==> config.mk <==
export PLATFORM = sky130hd
export DESIGN_NAME = alu_share_scheduler_flat
export DESIGN_NICKNAME = d
export VERILOG_FILES = /design/src/rtl/alu_share_pkg.sv /design/src/rtl/alu_share_if.sv /design/src/rtl/alu_share_datapath.sv /design/src/rtl/alu_share_scheduler.sv /design/src/flat_wrapper.sv
export SDC_FILE = /design/constraint.sdc
export NUM_CORES = 1
export LEC_CHECK = 0
export CAP_MARGIN = 40
export CORE_UTILIZATION = 35
export CTS_CLUSTER_SIZE = 10
export DETAILED_ROUTE_END_ITERATION = 6
export GPL_TIMING_DRIVEN = 0
export MAX_ROUTING_LAYER = met4
export PLACE_DENSITY = 0.66
export RECOVER_POWER = 25
export SLEW_MARGIN = 0
export SYNTH_ARGS = -nofsm -noshare
export SYNTH_HDL_FRONTEND = slang
export SYNTH_SLANG_ARGS = --single-unit
==> constraint.sdc <==
create_clock -name Sclk -period 3.3 [get_ports Sclk]
set_input_delay 0.33 -clock Sclk [delete_from_list [all_inputs] [get_ports Sclk]]
set_output_delay 0.33 -clock Sclk [all_outputs]
set_load 0.01 [all_outputs]
==> src/rtl/alu_share_pkg.sv <==
// Shared constants for the stereo ALU-sharing scheduler: opcodes, channel
// tags, default datapath width and saturation limits.
package alu_share_pkg;

  localparam int DW_DEF = 40;

  localparam logic [1:0] OP_ADD    = 2'b00;
  localparam logic [1:0] OP_SUB    = 2'b01;
  localparam logic [1:0] OP_SHR    = 2'b10;
  localparam logic [1:0] OP_ADDSHR = 2'b11;

  localparam logic CH_L = 1'b0;
  localparam logic CH_R = 1'b1;

  localparam logic [DW_DEF-1:0] SAT_POS = {1'b0, {(DW_DEF-1){1'b1}}};
  localparam logic [DW_DEF-1:0] SAT_NEG = {1'b1, {(DW_DEF-1){1'b0}}};

endpackage

==> src/rtl/alu_share_if.sv <==
// Channel bus between the left/right accumulation controllers (master)
// and the shared ALU scheduler (slave).
interface alu_share_if #(parameter int DW = 40);

  logic          alu_en;
  logic          frame_sync;
  logic          reqL;
  logic [1:0]    opL;
  logic [DW-1:0] aL;
  logic [DW-1:0] bL;
  logic          gntL;
  logic          vldL;
  logic [DW-1:0] resL;
  logic          reqR;
  logic [1:0]    opR;
  logic [DW-1:0] aR;
  logic [DW-1:0] bR;
  logic          gntR;
  logic          vldR;
  logic [DW-1:0] resR;
  logic          busy;
  logic          ovf;

  modport master (
    output alu_en, frame_sync,
    output reqL, opL, aL, bL, reqR, opR, aR, bR,
    input  gntL, vldL, resL, gntR, vldR, resR, busy, ovf
  );

  modport slave (
    input  alu_en, frame_sync,
    input  reqL, opL, aL, bL, reqR, opR, aR, bR,
    output gntL, vldL, resL, gntR, vldR, resR, busy, ovf
  );

endinterface

==> src/rtl/alu_share_datapath.sv <==
// Shared add/sub/shift pipeline. Carries {valid, tag, op, A, B} through
// PIPE_STAGES registers and evaluates the operation on the last stage.
// Build option: ALU_SHARE_SAT_EN saturates ADD/SUB overflow instead of wrapping.
module alu_share_datapath
  import alu_share_pkg::*;
#(
  parameter int DW          = DW_DEF,
  parameter int PIPE_STAGES = 2
) (
  input  logic                 Sclk,
  input  logic                 Reset_n,
  input  logic                 cap_vld,
  input  logic                 cap_tag,
  input  logic [1:0]           cap_op,
  input  logic signed [DW-1:0] cap_a,
  input  logic signed [DW-1:0] cap_b,
  output logic                 res_vld,
  output logic                 res_tag,
  output logic signed [DW-1:0] res,
  output logic                 res_ovf,
  output logic                 busy
);

  localparam int LAST = PIPE_STAGES - 1;

  logic [PIPE_STAGES-1:0] vld_p;
  logic                   tag_p [PIPE_STAGES];
  logic [1:0]             op_p  [PIPE_STAGES];
  logic signed [DW-1:0]   a_p   [PIPE_STAGES];
  logic signed [DW-1:0]   b_p   [PIPE_STAGES];

  logic signed [DW:0] a_w, b_w, sum_w, dif_w;

`ifdef ALU_SHARE_SAT_EN
  localparam logic signed [DW-1:0] SAT_MAX = {1'b0, {(DW-1){1'b1}}};
  localparam logic signed [DW-1:0] SAT_MIN = {1'b1, {(DW-1){1'b0}}};
`endif

  // Clamp a DW+1 bit signed result back to DW bits (wrap or saturate).
  function automatic logic signed [DW-1:0] fit_dw(input logic signed [DW:0] wide);
    logic signed [DW-1:0] r;
    r = wide[DW-1:0];
`ifdef ALU_SHARE_SAT_EN
    if (wide[DW] != wide[DW-1]) r = wide[DW] ? SAT_MIN : SAT_MAX;
`endif
    return r;
  endfunction

  // Stage valid bits: the only state cleared by reset.
  always_ff @(posedge Sclk or negedge Reset_n) begin
    if (!Reset_n) begin
      vld_p <= '0;
    end else begin
      vld_p[0] <= cap_vld;
      for (int i = 1; i < PIPE_STAGES; i++) vld_p[i] <= vld_p[i-1];
    end
  end

  // Operand pipeline: capture at stage 0, shift forward each cycle.
  always_ff @(posedge Sclk) begin
    tag_p[0] <= cap_tag;
    op_p[0]  <= cap_op;
    a_p[0]   <= cap_a;
    b_p[0]   <= cap_b;
    for (int i = 1; i < PIPE_STAGES; i++) begin
      tag_p[i] <= tag_p[i-1];
      op_p[i]  <= op_p[i-1];
      a_p[i]   <= a_p[i-1];
      b_p[i]   <= b_p[i-1];
    end
  end

  // Last stage: evaluate the operation in DW+1 bits and flag overflow.
  always_comb begin
    a_w     = {a_p[LAST][DW-1], a_p[LAST]};
    b_w     = {b_p[LAST][DW-1], b_p[LAST]};
    sum_w   = a_w + b_w;
    dif_w   = a_w - b_w;
    res     = '0;
    res_ovf = 1'b0;
    case (op_p[LAST])
      OP_ADD: begin
        res     = fit_dw(sum_w);
        res_ovf = vld_p[LAST] & (sum_w[DW] ^ sum_w[DW-1]);
      end
      OP_SUB: begin
        res     = fit_dw(dif_w);
        res_ovf = vld_p[LAST] & (dif_w[DW] ^ dif_w[DW-1]);
      end
      OP_SHR:  res = a_p[LAST] >>> 1;
      default: res = sum_w[DW:1];
    endcase
  end

  assign res_vld = vld_p[LAST];
  assign res_tag = tag_p[LAST];
  assign busy    = |vld_p;

endmodule

==> src/rtl/alu_share_scheduler.sv <==
// Round-robin scheduler sharing one add/sub/shift pipeline between the left
// and right accumulation controllers; routes results back as valid pulses
// and keeps a sticky overflow flag cleared by frame_sync.
// Build option: ALU_SHARE_SAT_EN (saturating ADD/SUB, see alu_share_datapath).
module alu_share_scheduler
  import alu_share_pkg::*;
#(
  parameter int DW          = DW_DEF,
  parameter int PIPE_STAGES = 2
) (
  input logic       Sclk,
  input logic       Reset_n,
  alu_share_if.slave bus
);

  logic          ptr;
  logic          elig_l, elig_r, grant_l, grant_r;
  logic          cap_vld, cap_tag;
  logic [1:0]    cap_op;
  logic [DW-1:0] cap_a, cap_b;
  logic          res_vld, res_tag, res_ovf;
  logic [DW-1:0] res;

  // Arbitration: a channel is eligible unless it was granted last edge.
  always_comb begin
    elig_l  = bus.reqL & ~bus.gntL;
    elig_r  = bus.reqR & ~bus.gntR;
    grant_l = 1'b0;
    grant_r = 1'b0;
    if (bus.alu_en) begin
      if (elig_l && (!elig_r || ptr == CH_L)) grant_l = 1'b1;
      else if (elig_r)                        grant_r = 1'b1;
    end
    cap_vld = grant_l | grant_r;
    cap_tag = grant_r ? CH_R : CH_L;
    cap_op  = grant_r ? bus.opR : bus.opL;
    cap_a   = grant_r ? bus.aR  : bus.aL;
    cap_b   = grant_r ? bus.bR  : bus.bL;
  end

  // Grant pulses and round-robin pointer; frame_sync overrides the pointer.
  always_ff @(posedge Sclk or negedge Reset_n) begin
    if (!Reset_n) begin
      bus.gntL <= 1'b0;
      bus.gntR <= 1'b0;
      ptr      <= CH_L;
    end else begin
      bus.gntL <= grant_l;
      bus.gntR <= grant_r;
      if (bus.frame_sync) ptr <= CH_L;
      else if (grant_l)   ptr <= CH_R;
      else if (grant_r)   ptr <= CH_L;
    end
  end

  // Result routing to the requesting channel, plus sticky overflow.
  always_ff @(posedge Sclk or negedge Reset_n) begin
    if (!Reset_n) begin
      bus.vldL <= 1'b0;
      bus.vldR <= 1'b0;
      bus.resL <= '0;
      bus.resR <= '0;
      bus.ovf  <= 1'b0;
    end else begin
      bus.vldL <= res_vld & (res_tag == CH_L);
      bus.vldR <= res_vld & (res_tag == CH_R);
      if (res_vld && res_tag == CH_L) bus.resL <= res;
      if (res_vld && res_tag == CH_R) bus.resR <= res;
      if (res_ovf)             bus.ovf <= 1'b1;
      else if (bus.frame_sync) bus.ovf <= 1'b0;
    end
  end

  alu_share_datapath #(
    .DW          (DW),
    .PIPE_STAGES (PIPE_STAGES)
  ) u_datapath (
    .Sclk    (Sclk),
    .Reset_n (Reset_n),
    .cap_vld (cap_vld),
    .cap_tag (cap_tag),
    .cap_op  (cap_op),
    .cap_a   (cap_a),
    .cap_b   (cap_b),
    .res_vld (res_vld),
    .res_tag (res_tag),
    .res     (res),
    .res_ovf (res_ovf),
    .busy    (bus.busy)
  );

endmodule

==> src/flat_wrapper.sv <==
// flat-port wrapper written by rule: the top's interface ports become plain ports
module alu_share_scheduler_flat import alu_share_pkg::*;
#(
  parameter int DW          = DW_DEF,
  parameter int PIPE_STAGES = 2
)
  (Sclk, Reset_n, bus_alu_en, bus_frame_sync, bus_reqL, bus_opL, bus_aL, bus_bL, bus_reqR, bus_opR, bus_aR, bus_bR, bus_gntL, bus_vldL, bus_resL, bus_gntR, bus_vldR, bus_resR, bus_busy, bus_ovf);
  alu_share_if #(.DW(DW)) bus_i ();
  input logic Sclk;
  input logic Reset_n;
  input wire logic [$bits(bus_i.alu_en)-1:0] bus_alu_en;
  input wire logic [$bits(bus_i.frame_sync)-1:0] bus_frame_sync;
  input wire logic [$bits(bus_i.reqL)-1:0] bus_reqL;
  input wire logic [$bits(bus_i.opL)-1:0] bus_opL;
  input wire logic [$bits(bus_i.aL)-1:0] bus_aL;
  input wire logic [$bits(bus_i.bL)-1:0] bus_bL;
  input wire logic [$bits(bus_i.reqR)-1:0] bus_reqR;
  input wire logic [$bits(bus_i.opR)-1:0] bus_opR;
  input wire logic [$bits(bus_i.aR)-1:0] bus_aR;
  input wire logic [$bits(bus_i.bR)-1:0] bus_bR;
  output wire logic [$bits(bus_i.gntL)-1:0] bus_gntL;
  output wire logic [$bits(bus_i.vldL)-1:0] bus_vldL;
  output wire logic [$bits(bus_i.resL)-1:0] bus_resL;
  output wire logic [$bits(bus_i.gntR)-1:0] bus_gntR;
  output wire logic [$bits(bus_i.vldR)-1:0] bus_vldR;
  output wire logic [$bits(bus_i.resR)-1:0] bus_resR;
  output wire logic [$bits(bus_i.busy)-1:0] bus_busy;
  output wire logic [$bits(bus_i.ovf)-1:0] bus_ovf;
  assign bus_i.alu_en = bus_alu_en;
  assign bus_i.frame_sync = bus_frame_sync;
  assign bus_i.reqL = bus_reqL;
  assign bus_i.opL = bus_opL;
  assign bus_i.aL = bus_aL;
  assign bus_i.bL = bus_bL;
  assign bus_i.reqR = bus_reqR;
  assign bus_i.opR = bus_opR;
  assign bus_i.aR = bus_aR;
  assign bus_i.bR = bus_bR;
  assign bus_gntL = bus_i.gntL;
  assign bus_vldL = bus_i.vldL;
  assign bus_resL = bus_i.resL;
  assign bus_gntR = bus_i.gntR;
  assign bus_vldR = bus_i.vldR;
  assign bus_resR = bus_i.resR;
  assign bus_busy = bus_i.busy;
  assign bus_ovf = bus_i.ovf;
  alu_share_scheduler #(.DW(DW), .PIPE_STAGES(PIPE_STAGES)) u_core (.Sclk(Sclk), .Reset_n(Reset_n), .bus(bus_i));
endmodule
==> summary.log <==
INFO  run_status     status=finished, final reports clean
INFO  global_route   grt_busiest_layer=met1
INFO  synth          postSynth.topFlopCell=dfxtp_1
INFO  synth          synth_top_cells_by_area=dfxtp_1 24%, dfrtp_1 16%, ha_1 7.2%
INFO  finish         post_route_cells_drive_above_1_share=14.0%
INFO  sta            grt_setup_unrepaired=true
INFO  floorplan      die_area=40600µm²
INFO  synth          synth_cells=1537
INFO  synth          synth_seq_area_share=39.7%
INFO  finish         layout.cell_area.non_filler=18500µm²
INFO  global_route   globalRouteOverflowTotal=0
INFO  floorplan      start_util=35.8%
INFO  global_route   track_usage=23.9%
INFO  critical_path  arrival=3680ps
INFO  routing        routed_wirelength=48.2mm
INFO  placed_design  place_area=17200µm²
INFO  sta            slew-limit-headroom=2.49%
INFO  floorplan      die_width=201µm
INFO  routing        detail_route.drc_violations=0
INFO  sta            hold_viol=0
INFO  synth          synth.net_count=1789
INFO  sta            tightest_slew=1460ps
INFO  min_path       worstHoldPathType=register to register
INFO  clock_network  ctsLongestPathBuffers=3
INFO  global_route   global_route.usage.met2=34.1%
INFO  floorplan      floorplan.die.height=201µm
INFO  floorplan      design.portCount=256
INFO  placed_design  dpl_ws=-462ps
INFO  routing        initialDrtViolationCount=1096
INFO  synth          synth_largest_area_cell=dfxtp_1
INFO  job            max_cap_violations=0
INFO  clock_network  ctsRootBufferMaster=clkbuf_16
INFO  critical_path  critical_path.max_fanout=10
INFO  synth          post_synth_edffs=0
INFO  critical_path  worst-endpoint-required=3770ps
INFO  placed_design  port_buffers=255
INFO  critical_path  cp-end-kind=register
INFO  critical_path  worst_path_class_setup=register to register
INFO  synth          synth_area_per_cell=9.06µm²
INFO  synth          ys_types=94
INFO  critical_path  crit_path_start_kind=register
INFO  power_and_ir_drop p_leak=7.48nW
INFO  finish         final_common_cell=clkdlybuf4s50_1
INFO  sta            finalHoldWorstSlack=314ps
INFO  finish         nets=2092
INFO  clock_network  clock_h_tree_levels=1
INFO  global_route   met1_usage=35.0%
INFO  global_route   first_global_vias=12300
INFO  global_route   global_route.usage.met3=3.00%
INFO  clock_network  clock_insertion_delay_worst_skew=570ps
INFO  sta            timing.fmax=311MHz
INFO  routing        drt-vias-per-instance=5.41
INFO  sta            skew=23.7ps
INFO  global_route   grt_max_degree=65
INFO  global_route   grt_first_pass_wirelength=73.3mm
INFO  sta            finalSetupViolations=0
INFO  routing        routed_wire_length_per_instance=20.3µm
INFO  routing        detail-route-antenna-nets=0
INFO  routing        drt_first_pass_iters=5
INFO  placed_design  dp.final_hpwl=38.3mm
INFO  synth          yosys_warnings=0
INFO  power_and_ir_drop power_density=577nW/µm²
INFO  sta            finalWorstPathRequiredPeriod=3210ps
INFO  power_and_ir_drop vdd_ir_drop_max=0.000274V
INFO  floorplan      std_cell_rows=72
INFO  finish         layout_common_cells=254 x clkdlybuf4s50_1, 163 x dfxtp_1, 126 x nand2_1
INFO  synth          synthesis.area=13900µm²
INFO  clock_network  tritoncts=yes
INFO  synth          async_flop_share=34.6%
INFO  routing        dr_total_vias=12800
INFO  clock_network  clkTransAtPathRegs=60ps
INFO  finish         n_fill_cell=3777
INFO  global_route   antenna_found_initial=0
INFO  floorplan      core_area=38900µm²
INFO  sta            layout_worst_path_cycle_share=97.3%
INFO  synth          synth-seq-cells=254
INFO  synth          synth_top_area_share=23.9%
INFO  clock_network  cts.sink_count=254
INFO  sta            final_setup_slack_of_the_worst_path=88.9ps
INFO  sta            final_max_slew_viol_count=0
INFO  placed_design  routabilityCongestion=0.983
INFO  finish         area_delta_synth_final=32.6%
INFO  clock_network  cts-buffers-inserted=29
-- worst max-delay path: stages, from the launching register on --
cell and delay, ps:
dfxtp_1 350, inv_1 50, ha_1 290, buf_2 220, nor2_1 60, a221oi_1 330, o21bai_1 200, o21ai_4 360
a21boi_0 250, or3_1 350, a31oi_1 310, a21oi_2 130, o21ai_0 200
-- Yosys cell counts, types with 10 or more instances --
| cell | instances |
|---|---|
| a21o_1 | 23 |
| clkbuf_1 | 61 |
| a21oi_1 | 105 |
| a31oi_1 | 25 |
| mux2_2 | 87 |
| o211ai_1 | 22 |
| nand4_1 | 13 |
| a211oi_1 | 24 |
| xnor2_1 | 36 |
| o31ai_1 | 15 |
| nor2b_1 | 12 |
| nand3_1 | 22 |
| o21ai_0 | 123 |
| dfxtp_1 | 166 |
| inv_1 | 90 |
| nor3_1 | 40 |
| nor2_1 | 117 |
| or3_1 | 15 |
| ha_1 | 80 |
| nor4_1 | 10 |
| o21bai_1 | 12 |
| nand2_1 | 127 |
| buf_2 | 11 |
| dfrtp_1 | 88 |
| mux2i_1 | 16 |
-- power breakdown --
group	switching, mW	internal, mW
Clock	1.16	1.59
Sequential	0.348	3.61
Combinational	2.14	1.79
Total	3.65	7.00
-- cell families (layout without fill, tap and decap cells) --
group | after synthesis | after routing | share of synthesized area [%]
AOI/OAI and AO/OA | 452 | 452 | 21.4
and+or+nand+nor | 418 | 418 | 14.8
DFF | 254 | 254 | 39.7
xor gates and xnor gates | 43 | 43 | 2.71
adders and majority gates | 82 | 82 | 7.48
muxes | 105 | 105 | 8.51
buffers and inverters | 183 | 498 | 5.41
other | 0 | 1 | 0
-- layout make-up --
class | count | area (µm²) | share of cell area [%]
Multi-Input combinational cell | 1100 | 8020 | 43.4
Sequential cell | 254 | 5530 | 29.9
Timing Repair Buffer | 273 | 2720 | 14.8
Clock buffer | 41 | 771 | 4.17
Tap cell | 518 | 648 | 3.51
Buffer | 86 | 393 | 2.13
Inverter | 96 | 362 | 1.96
Clock inverter | 2 | 16.3 | 0.0881
Antenna cell | 1 | 2.50 | 0.0136
-- layer usage --
layer	vias up	wire length, µm	part of all wire (%)
li1	6116	-	-
met1	6068	23000	48
met2	579	20200	42
met3	68	3750	7.8
met4	0	1280	2.7
met5	-	0	0
-- registers in the layout (all words and copies together) (netlist names) --
register                 count
u_core.u_datapath.vld_p      2
u_core.bus.resL             40
u_core.ptr                   1
u_core.bus.gntR              1
u_core.bus.vldL              1
u_core.u_datapath.tag_p      2
u_core.bus.resR             40
u_core.u_datapath.a_p       80
u_core.u_datapath.op_p       4
u_core.bus.gntL              1
u_core.u_datapath.b_p       80
u_core.bus.vldR              1
u_core.bus.ovf               1
-- through the flow --
step / utilization, % / setup TNS [ps] / cells / total power, mW
after floorplan: - / 0 / 1537 / 5.96
after global placement: 44.0 / -134080 / 2310 / 7.69
after detailed placement: 44.2 / -10640 / 2316 / 7.75
after CTS: 46.7 / 0 / 2363 / 10.6
after global routing: 47.4 / -156 / 2370 / 11.2
final: 47.4 / 0 / 2371 / 10.6
-- what timing repair did --
item,in CTS,in global routing
hold buffers,1,0
endpoints found under the hold margin,24,0
buffers inserted,3,8
resized for setup,30,65
pin swaps,4,16
endpoints found under the setup margin,38,49
-- path summary, 6_finish.rpt --
kind,depth (start not counted),startpoint,end,slack [ps]
max,12,u_core.u_datapath.b_p[0][47],u_core.bus.resL[23],90
min,0,u_core.u_datapath.b_p[0][9],u_core.u_datapath.b_p[0][49],310
max reg2reg,12,u_core.u_datapath.b_p[0][47],u_core.bus.resL[23],90
min reg2reg,0,u_core.u_datapath.b_p[0][9],u_core.u_datapath.b_p[0][49],310
max in group asynchronous,3,Reset_n,u_core.ptr,1660
min in group asynchronous,2,Reset_n,u_core.bus.resR[7],650
No activity file was read; power rests on OpenSTA's default activity.
==> edit: new RTL, config.mk and constraints unchanged <==
Change the package constant `DW_DEF` from 40 to 32.
--- a/src/rtl/alu_share_pkg.sv
+++ b/src/rtl/alu_share_pkg.sv
@@ -2,7 +2,7 @@
 // tags, default datapath width and saturation limits.
 package alu_share_pkg;
 
-  localparam int DW_DEF = 40;
+  localparam int DW_DEF = 32;
 
   localparam logic [1:0] OP_ADD    = 2'b00;
   localparam logic [1:0] OP_SUB    = 2'b01;
Ports: changed (6 resized); port bits go from 256 to 208. The function was not compared with the original's and may differ.
==> edit against the unedited design <==
Setup slack better by 50 ps. Design area is 21% lower. Clock skew is 5.2 ps lower. Cell count is 21% lower. Clock power is 17% lower. Count of clock-buffer cells in the layout is 8 lower. Critical path depth is 1 lower. Sequential power is 19% lower. Wire length is 27% lower. Area after synthesis is 20% lower. Total power is 19% lower. The flow now finishes with violations (capacitance limit, slew limit). Sequential cell count is 48 lower. Sequential share of layout area is 0.68 points higher.
==> edit: results (changes against the unedited design) <==
.. list-table::
   :header-rows: 1

   * - Metric
     - Value
   * - Status
     - finished, violations left
   * - Violated checks
     - capacitance limit, slew limit
   * - Worst slack at placement
     - -247.4 ps (+214.4 ps)
   * - Net Count, Synth
     - 1419 (-21%)
   * - Switching Power
     - 2.923 mW (-20%)
   * - GR Layer Usage met1
     - 31.78% (-3.2 points)
   * - Post-DR wirelength/cell
     - 18.84 um (-7.3%)
   * - Largest registers
     - u_core.u_datapath.a_p x64, u_core.u_datapath.b_p x64
   * - Slowest Stage Delay on Critical Path
     - 470 ps (+110 ps)
   * - Via count of the first global-routing pass
     - 9489 (-23%)
   * - Post-CTS Resized
     - 10 (-67%)
   * - Family with the most delay on the worst path
     - simple AND/OR/NAND/NOR gates
   * - Fraction of the cycle the final worst path needs
     - 95.79% (-1.5 points)
   * - Max-Cap Viols
     - 1 (+1)
   * - R2r setup slk
     - 140 ps (+50 ps)
   * - Count of input and output buffers
     - 207 (-19%)
   * - Final routed wirelength across all metal layers
     - 35080 um (-27%)
   * - Count of nets after finishing
     - 1661 (-21%)
   * - Wire length of the first global-routing pass
     - 54220 um (-26%)
   * - Max-slew headroom
     - -1.343% (-3.8 points)
   * - Sequential area share after synthesis
     - 40.41% (+0.72 points)
   * - Most common library cells after synthesis
     - 134 x dfxtp_1, 120 x nand2_1, 101 x nor2_1, 90 x a21oi_1, 74 x o21ai_0
   * - Ys async rst share
     - 34.95% (+0.31 points)
   * - Synthesized instance count
     - 1215 (-21%)
   * - Data arrival time of the critical path
     - 3530 ps (-150 ps)
   * - Area after detailed placement
     - 13720 um^2 (-20%)
   * - Final Slew Violations
     - 65 (+65)
==> edit: changes by cell type after synthesis, sizes merged, moves of 12 or more <==
cell,unedited run,this run
ha,80,64
nor3,42,16
or3,15,3
a31oi,28,11
inv,92,68
a21oi,108,91
a21o,23,9
clkbuf,62,31
dfxtp,166,134
o21ai,134,83
mux2,87,68
dfrtp,88,72
nor2,119,103
==> edit: logic make-up (layout without fill, tap and decap cells) <==
| kind of cell | after synthesis | in the layout | synth area share (%) |
|---|---|---|---|
| mux | 87 | 87 | 8.728 |
| simple gates | 350 | 350 | 14.77 |
| flops | 206 | 206 | 40.41 |
| xor+xnor | 51 | 51 | 4.026 |
| fa+ha+maj | 66 | 66 | 7.578 |
| compound gates | 320 | 320 | 19.53 |
| buf+inv | 135 | 385 | 4.950 |
| other cells | 0 | 1 | 0 |
==> edit: final cells by class <==
class,count,area [um^2],area share (%)
Antenna cell,1,2.502,0.01708
Buffer,67,304.0,2.076
Clock buffer,33,655.6,4.476
Clock inverter,1,5.005,0.03417
Inverter,68,255.2,1.743
Multi-Input combinational cell,874,6299,43.00
Sequential cell,206,4486,30.62
Tap cell,396,495.5,3.383
Timing Repair Buffer,216,2146,14.65
==> edit: worst max-delay path by stage <==
stage | start | to | slack, ps | cells past startpoint
global route | u_core.u_datapath.a_p[0][54] | u_core.bus.resL[29] | -6 | 10
CTS | u_core.u_datapath.a_p[0][41] | u_core.bus.resR[28] | 6 | 11
global placement | bus_reqR | u_core.u_datapath.a_p[0][25] | -480 | 7
floorplan | u_core.u_datapath.b_p[0][57] | u_core.bus.resR[29] | 450 | 11
detailed placement | u_core.u_datapath.a_p[0][45] | u_core.bus.resL[31] | -250 | 11
finish | u_core.u_datapath.a_p[0][41] | u_core.bus.resL[29] | 140 | 11
